$ cat src/rtl/mem_write_seq.sv
// mem_write_seq: memory write-cycle sequencer (Z80-style T1/T2/TW/T3).
// Latches an address and one or two data bytes on start, then drives the
// external memory bus through one byte cycle, or two consecutive byte cycles
// for a word write (low byte at addr, high byte at addr+1).
// Optional feature macro: MEM_WRITE_SEQ_WAIT_EN builds the TW state and
// honours wait_n. Without it, wait_n is ignored and T2 always goes to T3.
module mem_write_seq (
  input  logic        clk,
  input  logic        reset,
  input  logic        start,
  input  logic        word,
  input  logic [15:0] addr,
  input  logic [7:0]  data_lo,
  input  logic [7:0]  data_hi,
  input  logic        wait_n,
  output logic        busy,
  output logic        done,
  output logic [15:0] mem_addr,
  output logic [7:0]  mem_dout,
  output logic        mem_dout_oe,
  output logic        mreq_n,
  output logic        wr_n
);

  typedef enum logic [2:0] {
    ST_IDLE,
    ST_T1,
    ST_T2,
`ifdef MEM_WRITE_SEQ_WAIT_EN
    ST_TW,
`endif
    ST_T3
  } state_t;

  state_t      r_state;
  state_t      w_state_next;

  // Transaction context captured at start
  logic        r_word;
  logic [7:0]  r_data_hi;
  logic        r_second;      // 0 while writing the first byte, 1 for the second

  // Registered bus outputs
  logic        r_busy;
  logic        r_done;
  logic [15:0] r_mem_addr;
  logic [7:0]  r_mem_dout;
  logic        r_mem_dout_oe;
  logic        r_mreq_n;
  logic        r_wr_n;

  // Decoded transitions
  logic        w_load_first;  // IDLE accepting a new request
  logic        w_load_second; // T3 of first byte of a word write rolling into T1
  logic        w_last_t3;     // final T3 of the transaction ends this cycle
  logic [15:0] w_addr_next;
  logic [7:0]  w_dout_next;

`ifndef MEM_WRITE_SEQ_WAIT_EN
  logic        w_unused_wait_n;
  assign w_unused_wait_n = wait_n;
`endif

  // Next-state decode and next bus address/data selection
  always_comb begin
    w_state_next  = r_state;
    w_load_first  = 1'b0;
    w_load_second = 1'b0;
    case (r_state)
      ST_IDLE: begin
        if (start) begin
          w_state_next = ST_T1;
          w_load_first = 1'b1;
        end
      end
      ST_T1: w_state_next = ST_T2;
      ST_T2: begin
`ifdef MEM_WRITE_SEQ_WAIT_EN
        w_state_next = wait_n ? ST_T3 : ST_TW;
`else
        w_state_next = ST_T3;
`endif
      end
`ifdef MEM_WRITE_SEQ_WAIT_EN
      ST_TW: begin
        if (wait_n) begin
          w_state_next = ST_T3;
        end
      end
`endif
      ST_T3: begin
        if (r_word && !r_second) begin
          w_state_next  = ST_T1;
          w_load_second = 1'b1;
        end else begin
          w_state_next = ST_IDLE;
        end
      end
      default: w_state_next = ST_IDLE;
    endcase

    w_last_t3 = (r_state == ST_T3) && !w_load_second;

    // Address and data only change when a byte cycle begins; 16-bit add wraps
    w_addr_next = r_mem_addr;
    w_dout_next = r_mem_dout;
    if (w_load_first) begin
      w_addr_next = addr;
      w_dout_next = data_lo;
    end else if (w_load_second) begin
      w_addr_next = r_mem_addr + 16'd1;
      w_dout_next = r_data_hi;
    end
  end

  // State register and transaction context
  always_ff @(posedge clk or posedge reset) begin
    if (reset) begin
      r_state   <= ST_IDLE;
      r_word    <= 1'b0;
      r_data_hi <= 8'h00;
      r_second  <= 1'b0;
    end else begin
      r_state <= w_state_next;
      if (w_load_first) begin
        r_word    <= word;
        r_data_hi <= data_hi;
        r_second  <= 1'b0;
      end else if (w_load_second) begin
        r_second  <= 1'b1;
      end
    end
  end

  // Outputs are registered from the upcoming state so each strobe is glitch-free
  always_ff @(posedge clk or posedge reset) begin
    if (reset) begin
      r_busy        <= 1'b0;
      r_done        <= 1'b0;
      r_mem_addr    <= 16'h0000;
      r_mem_dout    <= 8'h00;
      r_mem_dout_oe <= 1'b0;
      r_mreq_n      <= 1'b1;
      r_wr_n        <= 1'b1;
    end else begin
      r_busy        <= (w_state_next != ST_IDLE);
      r_done        <= w_last_t3;
      r_mem_addr    <= w_addr_next;
      r_mem_dout    <= w_dout_next;
      r_mem_dout_oe <= (w_state_next != ST_IDLE);
      r_mreq_n      <= (w_state_next == ST_IDLE);
      r_wr_n        <= (w_state_next == ST_IDLE) || (w_state_next == ST_T1);
    end
  end

  assign busy        = r_busy;
  assign done        = r_done;
  assign mem_addr    = r_mem_addr;
  assign mem_dout    = r_mem_dout;
  assign mem_dout_oe = r_mem_dout_oe;
  assign mreq_n      = r_mreq_n;
  assign wr_n        = r_wr_n;

endmodule
$ cat config.mk
export PLATFORM = sky130hd
export DESIGN_NAME = mem_write_seq
export DESIGN_NICKNAME = d
export VERILOG_FILES = /design/src/rtl/mem_write_seq.sv
export SDC_FILE = /design/constraint.sdc
export NUM_CORES = 1
export LEC_CHECK = 0
export CORE_MARGIN = 2
export CORE_UTILIZATION = 40
export CTS_CLUSTER_SIZE = 25
export DETAILED_ROUTE_END_ITERATION = 8
export PLACE_DENSITY = 0.71
export SLEW_MARGIN = 25
export SYNTH_ARGS = -nofsm -noshare
export SYNTH_HDL_FRONTEND = slang
export SYNTH_SLANG_ARGS = --single-unit
$ cat constraint.sdc
create_clock -name clk -period 2.2 [get_ports clk]
set_clock_uncertainty 0.2 [all_clocks]
set_input_delay 0.44 -clock clk [delete_from_list [all_inputs] [get_ports clk]]
set_output_delay 0.44 -clock clk [all_outputs]
set_load 0.1 [all_outputs]
# Word-level counts from Yosys, hierarchy flattened
# Index checks and enable logic that the tools add are counted.
totals:
  reg_bits: 41
  wordCells: 37
  output_inout_bits: 29
op_classes:
  eq_ne: 4
  n_reduce_logical: 9
  n_addsub: 1
  n_mux: 13
ops:
  columns: ["operator", "count"]
  rows:
  - ["16-bit 2-to-1 mux", 2]
  - ["16-bit by 1-bit adder with 16-bit output (second input constant)", 1]
  - ["8-bit 2-to-1 mux", 2]
  - ["3-bit one-hot mux with 4 select lines", 1]
  - ["1-bit 2-to-1 mux", 7]
  - ["3-bit by 1-bit equality test with 1-bit output (second input constant)", 2]
  - ["3-bit by 2-bit equality test with 1-bit output (second input constant)", 2]
  - ["3-bit logical NOT", 2]
  - ["3-bit 2-to-1 mux", 1]
  - ["3-bit nonzero test", 1]
  - ["1-bit logical AND", 2]
  - ["1-bit logical NOT", 2]
  - ["2-bit nonzero test", 1]
  - ["1-bit logical OR", 1]

# Longest topological paths before layout
depth:
  depth_word: 6
  ltp_mapped: 7
  mapped_depth_nobuf: 5

# Worst setup path after synthesis
# Ideal clock, no wire load.
synth_timing:
  path_kind: "reg2reg"
  start: "reg r_mem_addr[3] (netlist: mem_addr[3])"
  end: "reg r_mem_addr[13] (netlist: mem_addr[13])"
  synth_period_minus_slack_ns: 2.441
  path_slack_ns: -0.241
  path_stages_with_launch: 5
  setup_time_ns: 0.082
  arrival_time_ns: 2.159
  cell_sequence: "dfrtp_1 -> and4b_4 -> nand4_4 -> or4_1 -> a31oi_1"
synth_via:
  elab_chain_len: 3
synth_lines:
  columns: ["item", "line", "source"]
  rows:
  - ["start: declaration", "46", "logic [15:0] r_mem_addr;"]
  - ["start signal: assignment", "148", "r_mem_addr <= w_addr_next;"]
  - ["16-bit by 1-bit adder with 16-bit output", "111", "w_addr_next = r_mem_addr + 16'd1;"]
  - ["16-bit 2-to-1 mux", "110", "end else if (w_load_second) begin"]
  - ["16-bit 2-to-1 mux", "107", "if (w_load_first) begin"]
# No other way between the ends. The select of a mux whose other input is x is not followed.
# A chain may end at the register's enable or synchronous reset.

# Worst setup path in the final report
layout_timing:
  start: "in start"
  end: "reg r_mem_addr[15] (netlist: mem_addr[15])"
layout_via:
  elab_chain_len: 3
layout_lines:
  columns: ["item", "line", "source"]
  rows:
  - ["start: declaration", "10", "input logic start,"]
  - ["1-bit 2-to-1 mux (*)", "71", "if (start) begin"]
  - ["1-bit 2-to-1 mux (*)", "69", "case (r_state)"]
  - ["16-bit 2-to-1 mux / 2-bit nonzero test (equally long branches)", null, null]
# Every way passes the cells marked *; elsewhere a longest branch is shown, timed or not.

==> out/metrics.csv <==
stage;metric;value;unit
drt;wl_met1;2140;um
floorplanning;die_w;74.7;um
clock_tree;cts_buffer_depth;2;
drt;drc;0;
clock_tree;postCtsSetupRepairBufs;0;
global_route;grt_max_degree;42;
final_layout;area_growth;47.4;%
drt;ant_nets;0;
logic_synthesis;synth-main-ff-cell;dfrtp_1;
critical_path;required;2.17;ns
drt;wl_per_cell;12.9;um
logic_synthesis;ys_top_cells_by_count;nand2_1 (49), dfrtp_1 (39), o21ai_0 (19);
drt;drt-initial-drc-count;91;
timing;period_minus_slack;2.08;ns
clock_tree;cts-root-buf;clkbuf_8;
clock_tree;htreeDepth;2;
power;internal_power;1680;uW
placement;gp_congestion;0.811;
timing;max_freq;481;MHz
final_layout;drive_gt1_frac;0.220;
logic_synthesis;synth-seq-area-share;0.514;
logic_synthesis;syn_area;2000;um2
logic_synthesis;avgSynthCellArea;9.62;um2
placement;dp.cells;336;
final_layout;final_area;2950;um2
final_layout;nets;314;
logic_synthesis;synth_warnings;0;
clock_tree;cts_hold_buffers;0;
placement;port_buffers;64;
global_route;track_usage;0.179;
final_layout;n_antenna_cell;0;
power;p_sw;1690;uW
global_route;antenna_found_initial;0;
logic_synthesis;ys_types;40;
clock_tree;post_cts_resized;0;
timing;slew_violations;0;
placement;placed_area;2860;um2
final_layout;fill_cells;400;
drt;wl_met2;2020;um
clock_tree;cts_tree;done;
critical_path;ff2ff_setup_slack;0.23;ns
floorplanning;coreArea;4790;um2
power;switching_share;0.502;
critical_path;crit_type;in2reg;
drt;dr.pass1.iters;4;
drt;routed.top_layer;met4;
run;drv_cap;0;
floorplanning;io_pins;66;
placement;place_hpwl;3260;um
timing;final_hold_viol_count;0;
run_status;status;finished clean;
final_layout;multiInputGateArea;897;um2
drt;wl_met3;267;um
critical_path;critPathCaptureType;register;
clock_tree;clk_pin_slew_worst_paths;0.08;ns
logic_synthesis;syn_inst;208;
logic_synthesis;synth-async-reset-ratio;1.00;
clock_tree;cts_inserted_buffers;5;
logic_synthesis;synth_edf_count;0;
final_layout;final_util;0.617;
power;p_leak;0.00128;uW
logic_synthesis;syn_nets;246;
timing;setup_viol;0;
clock_tree;insertion_delay;0.30;ns
critical_path;start_kind;primary input;
final_layout;regArea;1040;um2
timing;grt_setup_unrepaired;no;
drt;vias;1708;
power;p_per_area;1140;nW/um2
floorplanning;dieArea;5590;um2
hold_path;min_path_type;reg2reg;
logic_synthesis;synth_most_common_cell;nand2_1;
logic_synthesis;ys_ff_latch;41;
critical_path;cp.arrival;2.05;ns
timing;finalSetupTns;0;ns
global_route;grt_pass1_vias;1690;
power;combinationalPowerShare;0.512;
global_route;grt_pass1_wl;7600;um
power;p_seq_frac;0.339;
timing;post-route-period-util;0.944;
floorplanning;rows;25;
power;peakVddDrop;0.654;mV
global_route;grt_overflow_total;0;
logic_synthesis;yosysTopAreaCellShare;0.488;
drt;via_per_inst;4.97;
drt;wl;4450;um
critical_path;cp_max_fo;8;
floorplanning;fp.dieH;74.7;um
logic_synthesis;synth_area_leaders;dfrtp_1 (49%), nand2_1 (9.2%), mux2i_1 (7.0%), o21ai_0 (4.8%), nand3_1 (2.8%);
logic_synthesis;synth_top_cell_by_area;dfrtp_1;
final_layout;fin_cells;344;
floorplanning;start_util;0.418;
clock_tree;clkSinkCount;41;
power;clkPwrFrac;0.149;
## placed cells by master, fill, tap and decap left out, types with 2 or more instances in the layout
master / synthesis / routed
and2_1: 4 / 4
buf_12: 0 / 15
buf_4: 2 / 23
clkbuf_8: 0 / 5
clkdlybuf4s50_1: 0 / 35
clkinv_4: 0 / 2
dfrtp_1: 39 / 32
dfrtp_2: 0 / 7
dfstp_2: 2 / 2
inv_1: 5 / 5
mux2i_1: 14 / 14
nand2_1: 49 / 49
nand3_1: 11 / 11
nand4_1: 6 / 6
nand4b_1: 2 / 2
nor2_1: 7 / 7
nor2b_1: 2 / 2
nor3_1: 4 / 4
nor4_1: 4 / 4
o21ai_0: 19 / 19
o31ai_1: 2 / 2
xnor2_1: 3 / 3
xor2_1: 5 / 5
## layout make-up
class | count | area share
Sequential cell | 41 | 0.351
Multi-Input combinational cell | 150 | 0.304
Timing Repair Buffer | 73 | 0.279
Tap cell | 67 | 0.0284
Clock buffer | 5 | 0.0233
Clock inverter | 3 | 0.00763
Inverter | 5 | 0.00636
## power by group through the flow
stage | sequential [uW] | clock, uW | combinational, uW
CTS | 1140 | 517 | 1740
global placement | 1140 | 0 | 1710
floorplan | 1980 | 0 | 350
global route | 1170 | 560 | 1810
finish | 1140 | 502 | 1720
detailed placement | 1150 | 0 | 1730
## metrics by stage
step | worst slack [ns] | power (uW) | hold WS [ns]
finish | 0.122 | 3370 | 0.278
CTS | 0.147 | 3390 | 0.286
global placement | -0.139 | 2860 | 0.260
detailed placement | -0.160 | 2890 | 0.262
global route | 0.102 | 3540 | 0.320
floorplan | 0.0721 | 2330 | 0.245
## routing by layer
metal	GRT usage	vias up
met2	0.285	53
met1	0.244	799
met4	0.0397	0
met5	0	-
met3	0.0549	4
li1	-	852
## path summary, 6_finish.rpt
check | from | end | cells after the start
worst max-delay path | start | mem_addr[15] | 5
worst min-delay path | r_data_hi[2] | r_data_hi[2] | 2
worst max register to register | r_state[2] | mem_addr[15] | 4
worst min register to register | r_data_hi[2] | r_data_hi[2] | 2
max in group asynchronous | reset | wr_n | 3
min in group asynchronous | reset | mem_addr[0] | 3
## flip-flops by register name, summed over array words and instances (netlist names)
name and flops:
done 1, mem_dout 8, mreq_n 1, mem_addr 16
r_data_hi 8, mem_dout_oe 1, wr_n 1, r_second 1
r_word 1, r_state 3
## cells by family after synthesis
| logic type | count (synthesis) | synth area share |
|---|---|---|
| simple gates | 99 | 0.254 |
| fa+ha+maj | 1 | 0.00625 |
| mux | 14 | 0.0700 |
| buf+inv | 17 | 0.0412 |
| xor+xnor | 8 | 0.0350 |
| compound gates | 27 | 0.0781 |
| flops | 41 | 0.514 |
| other cells | 1 | 0.00187 |
## critical path: stages
cell,delay (ns)
clkdlybuf4s50_1,0.51
or4b_1,0.62
and2_1,0.24
mux2i_1,0.15
nand3_1,0.09
Power figures use the tool's default switching activity.
